`config.mk`:
```
export PLATFORM = sky130hd
export DESIGN_NAME = cache_fill_fsm
export DESIGN_NICKNAME = d
export VERILOG_FILES = /design/src/rtl/cache_pkg.sv /design/src/rtl/onehot_decoder.sv /design/src/rtl/cache_fill_fsm.sv
export SDC_FILE = /design/constraint.sdc
export NUM_CORES = 1
export LEC_CHECK = 0
export CAP_MARGIN = 15
export CORE_UTILIZATION = 31
export CTS_BUF_LIST = sky130_fd_sc_hd__clkbuf_8
export DETAILED_ROUTE_END_ITERATION = 10
export MAX_ROUTING_LAYER = met4
export PLACE_DENSITY = 0.79
export SETUP_SLACK_MARGIN = 0.1
export SYNTH_ARGS = -nofsm -noshare
export SYNTH_HDL_FRONTEND = slang
export SYNTH_SLANG_ARGS = --single-unit
```
`constraint.sdc`:
```
create_clock -name clk -period 1.85 [get_ports clk]
set_clock_uncertainty 0.15 [all_clocks]
set_input_delay 0.4625 -clock clk [delete_from_list [all_inputs] [get_ports clk]]
set_output_delay 0.4625 -clock clk [all_outputs]
set_load 0.01 [all_outputs]
```
`src/rtl/cache_pkg.sv`:
```
// cache_pkg: shared types and constants for the cache miss-fill controller.
//   - fill_state_e : fill FSM states
//   - geometry constants and miss-address field slices
`timescale 1ns/1ps
package cache_pkg;

  typedef enum logic [1:0] {IDLE, FILL, DONE} fill_state_e;

  localparam int NWAYS         = 2;
  localparam int NSETS         = 64;
  localparam int WORDS_PER_BLK = 8;
  localparam int WORD_W        = 16;

  // miss_addr fields: tag [15:10], set [9:4], word [3:1], byte [0]
  localparam int TAG_HI  = 15;
  localparam int TAG_LO  = 10;
  localparam int SET_HI  = 9;
  localparam int SET_LO  = 4;
  localparam int WORD_HI = 3;
  localparam int WORD_LO = 1;

  localparam int TAG_W  = TAG_HI - TAG_LO + 1;    // 6
  localparam int BASE_W = TAG_HI - SET_LO + 1;    // 12: tag+set, the block address
  localparam int WIDX_W = WORD_HI - WORD_LO + 1;  // 3

endpackage

```
`src/rtl/onehot_decoder.sv`:
```
// onehot_decoder: N-bit binary select to 2^N one-hot, all-zero when disabled.
//   en_i  : decode enable
//   sel_i : binary select
//   dec_o : one-hot output
`timescale 1ns/1ps
module onehot_decoder #(
  parameter int N = 3
) (
  input  logic              en_i,
  input  logic [N-1:0]      sel_i,
  output logic [(1<<N)-1:0] dec_o
);

  always_comb begin
    dec_o = '0;
    if (en_i) dec_o[sel_i] = 1'b1;
  end

endmodule

```
`src/rtl/cache_fill_fsm.sv`:
```
// cache_fill_fsm: miss-handling fill controller for a 2-way set-associative
// cache. On a miss it requests the 8 words of the block, writes each returned
// word into the victim way, then pulses a one-cycle tag-array write.
//   clk, rst (async, active-low)
//   miss_detected/miss_addr/victim_way : miss request from hit/miss logic
//   mem_en/mem_addr                     : memory read requests
//   mem_data_valid/mem_data             : in-order memory returns
//   block_enable/word_enable/write_en*/data_out : data-array write port
//   write_tag_array/tag_out/tag_way     : tag-array write port
//   fsm_busy                            : high in FILL and DONE
`timescale 1ns/1ps
module cache_fill_fsm #(
  parameter int NSETS = 64
) (
  input  logic                        clk,
  input  logic                        rst,
  input  logic                        miss_detected,
  input  logic [cache_pkg::WORD_W-1:0] miss_addr,
  input  logic                        victim_way,
  input  logic                        mem_data_valid,
  input  logic [cache_pkg::WORD_W-1:0] mem_data,
  output logic                        fsm_busy,
  output logic                        mem_en,
  output logic [cache_pkg::WORD_W-1:0] mem_addr,
  output logic [NSETS-1:0]            block_enable,
  output logic [cache_pkg::WORDS_PER_BLK-1:0] word_enable,
  output logic                        write_en0,
  output logic                        write_en1,
  output logic [cache_pkg::WORD_W-1:0] data_out,
  output logic                        write_tag_array,
  output logic [cache_pkg::TAG_W-1:0] tag_out,
  output logic                        tag_way
);
  import cache_pkg::*;

  localparam int SET_BITS = $clog2(NSETS);

  fill_state_e       state_q, state_d;
  logic [BASE_W-1:0] base_q, base_d;
  logic              way_q, way_d;
  logic [3:0]        issue_q, issue_d;  // requests issued, saturates at 8
  logic [2:0]        recv_q, recv_d;    // words written so far
  logic              wr;                // a returned word is written this cycle

  // byte offset and word index of the miss address are irrelevant: whole block is filled
  logic unused_addr_bits;
  assign unused_addr_bits = ^miss_addr[WORD_HI:0];

  always_ff @(posedge clk or negedge rst) begin
    if (!rst) begin
      state_q <= IDLE;
      base_q  <= '0;
      way_q   <= 1'b0;
      issue_q <= '0;
      recv_q  <= '0;
    end else begin
      state_q <= state_d;
      base_q  <= base_d;
      way_q   <= way_d;
      issue_q <= issue_d;
      recv_q  <= recv_d;
    end
  end

  always_comb begin
    state_d         = state_q;
    base_d          = base_q;
    way_d           = way_q;
    issue_d         = issue_q;
    recv_d          = recv_q;
    wr              = 1'b0;
    fsm_busy        = 1'b0;
    mem_en          = 1'b0;
    mem_addr        = '0;
    write_en0       = 1'b0;
    write_en1       = 1'b0;
    data_out        = '0;
    write_tag_array = 1'b0;
    tag_out         = '0;
    tag_way         = 1'b0;
    unique case (state_q)
      IDLE: begin
        if (miss_detected) begin
          base_d  = miss_addr[TAG_HI:SET_LO];
          way_d   = victim_way;
          issue_d = '0;
          recv_d  = '0;
          state_d = FILL;
        end
      end
      FILL: begin
        fsm_busy = 1'b1;
        if (!issue_q[3]) begin
          mem_en   = 1'b1;
          mem_addr = {base_q, issue_q[2:0], 1'b0};
          issue_d  = issue_q + 4'd1;
        end
        // a return with nothing outstanding is a protocol error and is dropped
        if (mem_data_valid && (issue_q != {1'b0, recv_q})) begin
          wr        = 1'b1;
          write_en0 = !way_q;
          write_en1 = way_q;
          data_out  = mem_data;
          recv_d    = recv_q + 3'd1;
          if (recv_q == 3'd7) state_d = DONE;
        end
      end
      DONE: begin
        fsm_busy        = 1'b1;
        write_tag_array = 1'b1;
        tag_out         = base_q[BASE_W-1 -: TAG_W];
        tag_way         = way_q;
        state_d         = IDLE;
      end
      default: state_d = IDLE;
    endcase
  end

  onehot_decoder #(.N(SET_BITS)) u_blk_dec (
    .en_i  (wr),
    .sel_i (base_q[SET_BITS-1:0]),
    .dec_o (block_enable)
  );

  onehot_decoder #(.N(WIDX_W)) u_word_dec (
    .en_i  (wr),
    .sel_i (recv_q),
    .dec_o (word_enable)
  );

endmodule

```
Word level (Yosys, flattened, before mapping)
Index checks and enable logic that the tools add are counted.
{ "word_totals": {"out_inout_bits": 116, "ff_bits": 22, "wordCells": 64, "in_bits": 37} }
{ "classes": {"n_addsub": 2, "reduce_logical": 12, "magnitude_cmp": 4, "muxes": 32, "n_eq_ne": 8} }
{ "op_table": {"columns": ["op", "n"], "rows": [
  ["2-to-1 mux 16 bit", 4],
  ["2-to-1 mux 64 bit", 1],
  ["2-to-1 mux 1 bit", 13],
  ["AND reduction 3 bit", 3],
  ["2-to-1 mux 4 bit", 2],
  ["2-to-1 mux 8 bit", 1],
  ["inequality test 2 bit, second input constant", 4],
  ["case mux 4 bit (2 select lines)", 1],
  ["less-than comparator 6 x 7 -> 1 bit, second input constant", 1],
  ["demux 1 bit (select 6 bit)", 1],
  [">= comparator 6 x 1 -> 1 bit, second input constant", 1],
  ["2-to-1 mux 2 bit", 3],
  ["2-to-1 mux 3 bit", 2],
  ["2-to-1 mux 6 bit", 1],
  ["case mux 3 bit (2 select lines)", 1],
  ["adder 4 x 1 -> 4 bit, second input constant", 1],
  ["less-than comparator 3 x 4 -> 1 bit, second input constant", 1],
  ["inequality test 4 x 3 -> 1 bit", 1],
  ["case mux 2 bit (2 select lines)", 1],
  ["AND reduction 2 bit", 2],
  ["adder 3 x 1 -> 3 bit, second input constant", 1],
  ["demux 1 bit (select 3 bit)", 1],
  ["equality test 3 bit, second input constant", 1],
  [">= comparator 3 x 1 -> 1 bit, second input constant", 1],
  ["other kinds (7)", 9]
]} }

Logic depth before layout (Yosys ltp)
{ "logic_depth": {"word_depth": 5, "ltp_mapped": 8, "depth_no_buf": 6} }

By module
Synthesis repeated with hierarchy kept, for this count alone.
{ "unflattened": {"hier_cells": 243, "area_unflattened_um2": 1974.4} }
{ "modules_own_cells": {"columns": ["mod", "area_each_um2", "cells_per_inst", "seq_area_each_um2", "n_inst"], "rows": [
  ["cache_fill_fsm", 1383.8, 136, 550.5, 1],
  ["onehot_decoder at u_blk_dec", 495.5, 99, 0.0, 1],
  ["onehot_decoder at u_word_dec", 95.1, 8, 0.0, 1]
]} }

Least setup slack after synthesis
OpenSTA, ideal clock, no wires.
{ "synth_path": {"path_kind": "register to output", "start": "register recv_q[0]", "end": "output port word_enable[1] in the netlist's numbering", "t_arrival_ns": 1.514, "setup_slack_ns": -0.277, "required_time_ns": 1.237, "path_stages_with_launch": 7, "path_buffers": 2, "cell_sequence": "dfrtp_1 -> buf_4 -> xnor2_1 -> a41oi_2 -> clkbuf_8 -> nand2_1 -> nor3_1"} }
{ "synth_via": {"elab_chain_len": 5, "word_cells_on_any_way": 10, "cone_classes": "2 x order compare; 1 x eq/ne; 5 x mux; 2 x reduce/logical"} }
{ "synth_rtl": {"columns": ["item", "line", "rtl"], "rows": [
  ["start: declaration", "cache_fill_fsm.sv:42", "logic [2:0] recv_q, recv_d;"],
  ["start signal: assignment", "cache_fill_fsm.sv:61", "recv_q <= recv_d;"],
  ["less-than comparator 3 x 4 -> 1 bit (implied by the code), or another cell as far along", "onehot_decoder.sv:16", "if (en_i) dec_o[sel_i] = 1'b1;"],
  ["logical AND 1 bit, on equally long branches", "onehot_decoder.sv:16, cache_fill_fsm.sv:99", null],
  ["2-to-1 mux 1 bit, on equally long branches", "onehot_decoder.sv:16, cache_fill_fsm.sv:99", null],
  ["demux 1 bit (select 3 bit) or 2-to-1 mux 1 bit (tied branches)", null, null],
  ["2-to-1 mux 8 bit *", "onehot_decoder.sv:16", null],
  ["end: declaration", "cache_fill_fsm.sv:26", "output logic [cache_pkg::WORDS_PER_BLK-1:0] word_enable,"]
]} }
Every way passes the cells marked *; elsewhere a longest branch is shown, timed or not.

Final worst setup path
{ "layout_path": {"start": "register state_q[1]", "end": "output port block_enable[22]"} }
{ "layout_via": {"elab_chain_len": 3} }
{ "layout_rtl": {"columns": ["item", "line", "rtl"], "rows": [
  ["start: declaration", "cache_fill_fsm.sv:38", "fill_state_e state_q, state_d;"],
  ["start signal: assignment", "cache_fill_fsm.sv:57", "state_q <= state_d;"],
  ["equality test 2 x 1 -> 1 bit", "cache_fill_fsm.sv:81", "unique case (state_q)"],
  ["2-to-1 mux 1 bit", "cache_fill_fsm.sv:81", null],
  ["2-to-1 mux 64 bit", "onehot_decoder.sv:16", null],
  ["end: declaration", "cache_fill_fsm.sv:25", "output logic [NSETS-1:0] block_enable,"]
]} }
No other way between the ends.

==> reports/results.ini <==
[setup_path]
crit_required_ns=1.24
cp_slowest_cell=sky130_fd_sc_hd__dfrtp_1
worst_setup_path_startpoint=state_q[1]$_DFFE_PN0P_
crit_path_end=block_enable[22]
number_of_cells_on_the_worst_reg_to_reg_path=7
r2r_slack_ns=-0.32
critical_path.n_buffers_inverters=5
worstSetupStartpointType=flip-flop
crit_path_cell_trace=inv_2, ha_4, nand2_4, a41oi_4, buf_6, buf_12, buf_8, nand4b_4, nor2_1, buf_2
critPathMaxStageDelay_ns=0.40
crit_arrival_ns=2.14
criticalPathCategory=reg -> out
path_delay_family=buffers and inverters
critical_path.endpoint_type=primary output
worst-path-stages=10
critPathMaxFanout=8
worst_reg2reg_endpoint=state_q[0]$_DFFE_PN0P_
regToRegStartpoint=recv_q[0]$_DFFE_PN0P_

[logic_synthesis]
synth-async-reset-ratio=1.00
synthesis.instances=242
post_synth_main_area_contributors=sky130_fd_sc_hd__dfrtp_1 (29%), sky130_fd_sc_hd__nor2_1 (14%), sky130_fd_sc_hd__and2_1 (13%), sky130_fd_sc_hd__mux2_2 (8.2%), sky130_fd_sc_hd__ha_1 (4.6%)
synth_largest_type_area_fraction=0.286
yosys_warnings=0
ffs_latches_synth=22
synth_most_common_cell=sky130_fd_sc_hd__nor2_1
synth-main-ff-cell=sky130_fd_sc_hd__dfrtp_1
synth_top_area_cell=sky130_fd_sc_hd__dfrtp_1
yosys.cell_types.count=41
syn-num-nets=286
mapped_avg_cell_area_sq_um=7.94
synth_area_sq_mm=0.00192
synth_edf_count=0
synth.yosys.seq_area_share=0.286
synth_commonest_cells=sky130_fd_sc_hd__nor2_1 (73), sky130_fd_sc_hd__and2_1 (39), sky130_fd_sc_hd__dfrtp_1 (22)

[routing]
drt-wirelength-per-cell_um=18.3
detail_route.vias_per_cell=5.06
drt_pre_antenna_iters=4
dr.first_iter.drc_count=110
final_wl_um=10100
antenna_left=0
vias=2782
post-route-drc-count=0

[floorplanning]
die_area_sq_mm=0.00652
core_sq_mm=0.00596
io_pins=153
placementRows=28
start_util=0.323
floorplan.die.width_um=80.7
die_h_um=80.7

[pwr]
power_switching_uw=2980
power.combinational.fraction=0.793
design_power_total_uw=6890
leakage_power_uw=0.00227
irDropWorstVdd_uv=1110
share_seq_of_total_power=0.139
power.switching_fraction=0.433
power_per_cell_area_mw_per_mm2=1400
cellInternalPower_uw=3910
power_frac_clock=0.068

[placement]
port_buffers=147
place.gp.congestion=0.894
placedInstanceArea_sq_mm=0.00408
detailed_place_hpwl_um=5510
dp_cell_count=497

[layout]
synthToLayoutAreaGrowth_pct=155
postLayoutCoreUtil=0.824
antenna_cells=0
layoutNonFillerInstCount=550
fillers=340
fraction_of_layout_instances_using_a_drive_strength_above_1=0.718
fin_nets=520
final_cell_area_sq_mm=0.00491

[clock_network]
cts_tree=done
worst_setup_hold_path_clk_slew_ns=0.10
clockBufferDepth=2
numClockSinks=22
worst_skew_pair.late_latency_ns=0.28
clock_tree_root_driver_cell=sky130_fd_sc_hd__clkbuf_8
cts.htree.levels=1
postCtsHoldBufs=0
tritoncts_buffer_count=3

[sta]
finalHoldWorstSlack_ns=0.373
timing_hold_violations_final=0
slew_violations=0
achievable-frequency_ghz=0.364
finalSetupViolCount=119
period_minus_slack_ns=2.75
postLayoutSetupSlackWorst_ns=-0.898
grt_setup_unrepaired=true
period_share=1.49

[grt]
grt_first_pass_wirelength_um=13800
grt-ovfl-total=0
grt_pass1_vias=2846
groute.usage.overall=0.284
pin_count_of_the_biggest_net_entering_global_routing=23
antenna_found_initial=0

[outcome]
status=complete, but fails checks
failing_checks=negative setup slack

[flow_run]
maxCapViolCount=0

[hold_path]
timing.hold.worst.class=in -> async

-- worst min-delay path by stage --
stage	startpoint	endpoint	slack, ns	depth (start not counted)
finish	rst	way_q$_DFFE_PN0P_	0.37	2
global route	rst	way_q$_DFFE_PN0P_	0.40	2
CTS	base_q[10]$_DFFE_PN0P_	base_q[10]$_DFFE_PN0P_	0.38	1
detailed placement	base_q[6]$_DFFE_PN0P_	base_q[6]$_DFFE_PN0P_	0.36	1
global placement	base_q[11]$_DFFE_PN0P_	base_q[11]$_DFFE_PN0P_	0.35	1
floorplan	rst	base_q[0]$_DFFE_PN0P_	0.02	0
-- layout by cell type, fill, tap and decap left out, types with 4 or more instances in the layout --
cell type,Yosys,final
sky130_fd_sc_hd__buf_4,2,51
sky130_fd_sc_hd__buf_6,1,85
sky130_fd_sc_hd__and2_4,0,25
sky130_fd_sc_hd__and2_1,39,14
sky130_fd_sc_hd__buf_2,3,54
sky130_fd_sc_hd__mux2_2,14,13
sky130_fd_sc_hd__buf_12,0,9
sky130_fd_sc_hd__nand2_1,11,8
sky130_fd_sc_hd__ha_1,7,4
sky130_fd_sc_hd__clkdlybuf4s15_2,0,11
sky130_fd_sc_hd__nor2_2,0,16
sky130_fd_sc_hd__nor3_2,0,5
sky130_fd_sc_hd__dfrtp_1,22,22
sky130_fd_sc_hd__nor2_1,73,25
sky130_fd_sc_hd__nor2_4,0,32
sky130_fd_sc_hd__clkdlybuf4s50_1,0,30
-- worst reg2reg max path: stages (launching register included) --
cell and delay (ns):
sky130_fd_sc_hd__dfrtp_1 0.45, sky130_fd_sc_hd__xnor2_2 0.34, sky130_fd_sc_hd__buf_4 0.19, sky130_fd_sc_hd__nand4_1 0.17, sky130_fd_sc_hd__buf_6 0.18, sky130_fd_sc_hd__buf_6 0.12
sky130_fd_sc_hd__a41oi_2 0.15, sky130_fd_sc_hd__mux2_4 0.32
-- final cells by class --
| cell class | instances | area (sq um) | share of cell area |
|---|---|---|---|
| clock buffer | 3 | 41.3 | 0.00842 |
| tap | 75 | 93.8 | 0.0191 |
| sequential | 22 | 551 | 0.112 |
| clock inverter | 1 | 30.0 | 0.00612 |
| inverter | 3 | 13.8 | 0.00281 |
| timing repair buffer | 247 | 2340 | 0.476 |
| multi-input combinational | 199 | 1840 | 0.375 |
-- registers in the layout (all words and copies together), names as in the netlist --
| signal | cells |
|---|---|
| recv_q | 3 |
| base_q | 12 |
| issue_q | 4 |
| state_q | 2 |
| way_q | 1 |
-- through the flow --
| step | TNS, ns | worst slack (ns) |
|---|---|---|
| global placement | -107.38 | -1.14 |
| CTS | -62.28 | -0.699 |
| global route | -84.16 | -0.971 |
| detailed placement | -109.40 | -1.21 |
| finish | -77.95 | -0.898 |
| floorplan | -14.87 | -0.235 |
-- logic make-up (layout without fill, tap and decap cells) --
| family | after synthesis | count (layout) | share of synthesized area |
|---|---|---|---|
| and+or+nand+nor | 157 | 157 | 0.449 |
| DFF | 22 | 22 | 0.286 |
| buffers and inverters | 21 | 254 | 0.0560 |
| AOI/OAI and AO/OA | 17 | 17 | 0.0651 |
| muxes | 14 | 14 | 0.0820 |
| adders and majority gates | 7 | 7 | 0.0456 |
| xor gates and xnor gates | 3 | 3 | 0.0137 |
| other | 1 | 1 | 0.00195 |
-- metal layers --
| metal | wire (um) | global-route usage | vias up | share of wire |
|---|---|---|---|---|
| met5 | 0 | - | - | 0 |
| met4 | 355 | 0.120 | 0 | 0.035 |
| met3 | 421 | 0.0360 | 33 | 0.042 |
| met2 | 5710 | 0.535 | 122 | 0.57 |
| met1 | 3590 | 0.297 | 1361 | 0.36 |
| li1 | - | - | 1266 | - |
-- power groups by stage --
stage,combinational [uW],clock [uW],sequential [uW]
floorplan,2130,0,859
global placement,3750,0,902
detailed placement,3840,0,912
CTS,4740,447,919
global route,5730,493,980
finish,5460,471,954
-- timing repair --
item | CTS | global route
cloned | 3 | 0
setup buffers | 40 | 11
endpoints found under the setup margin | 136 | 137
pin swaps | 48 | 25
gates resized for setup | 559 | 74
No activity file was read; power rests on OpenSTA's default activity.
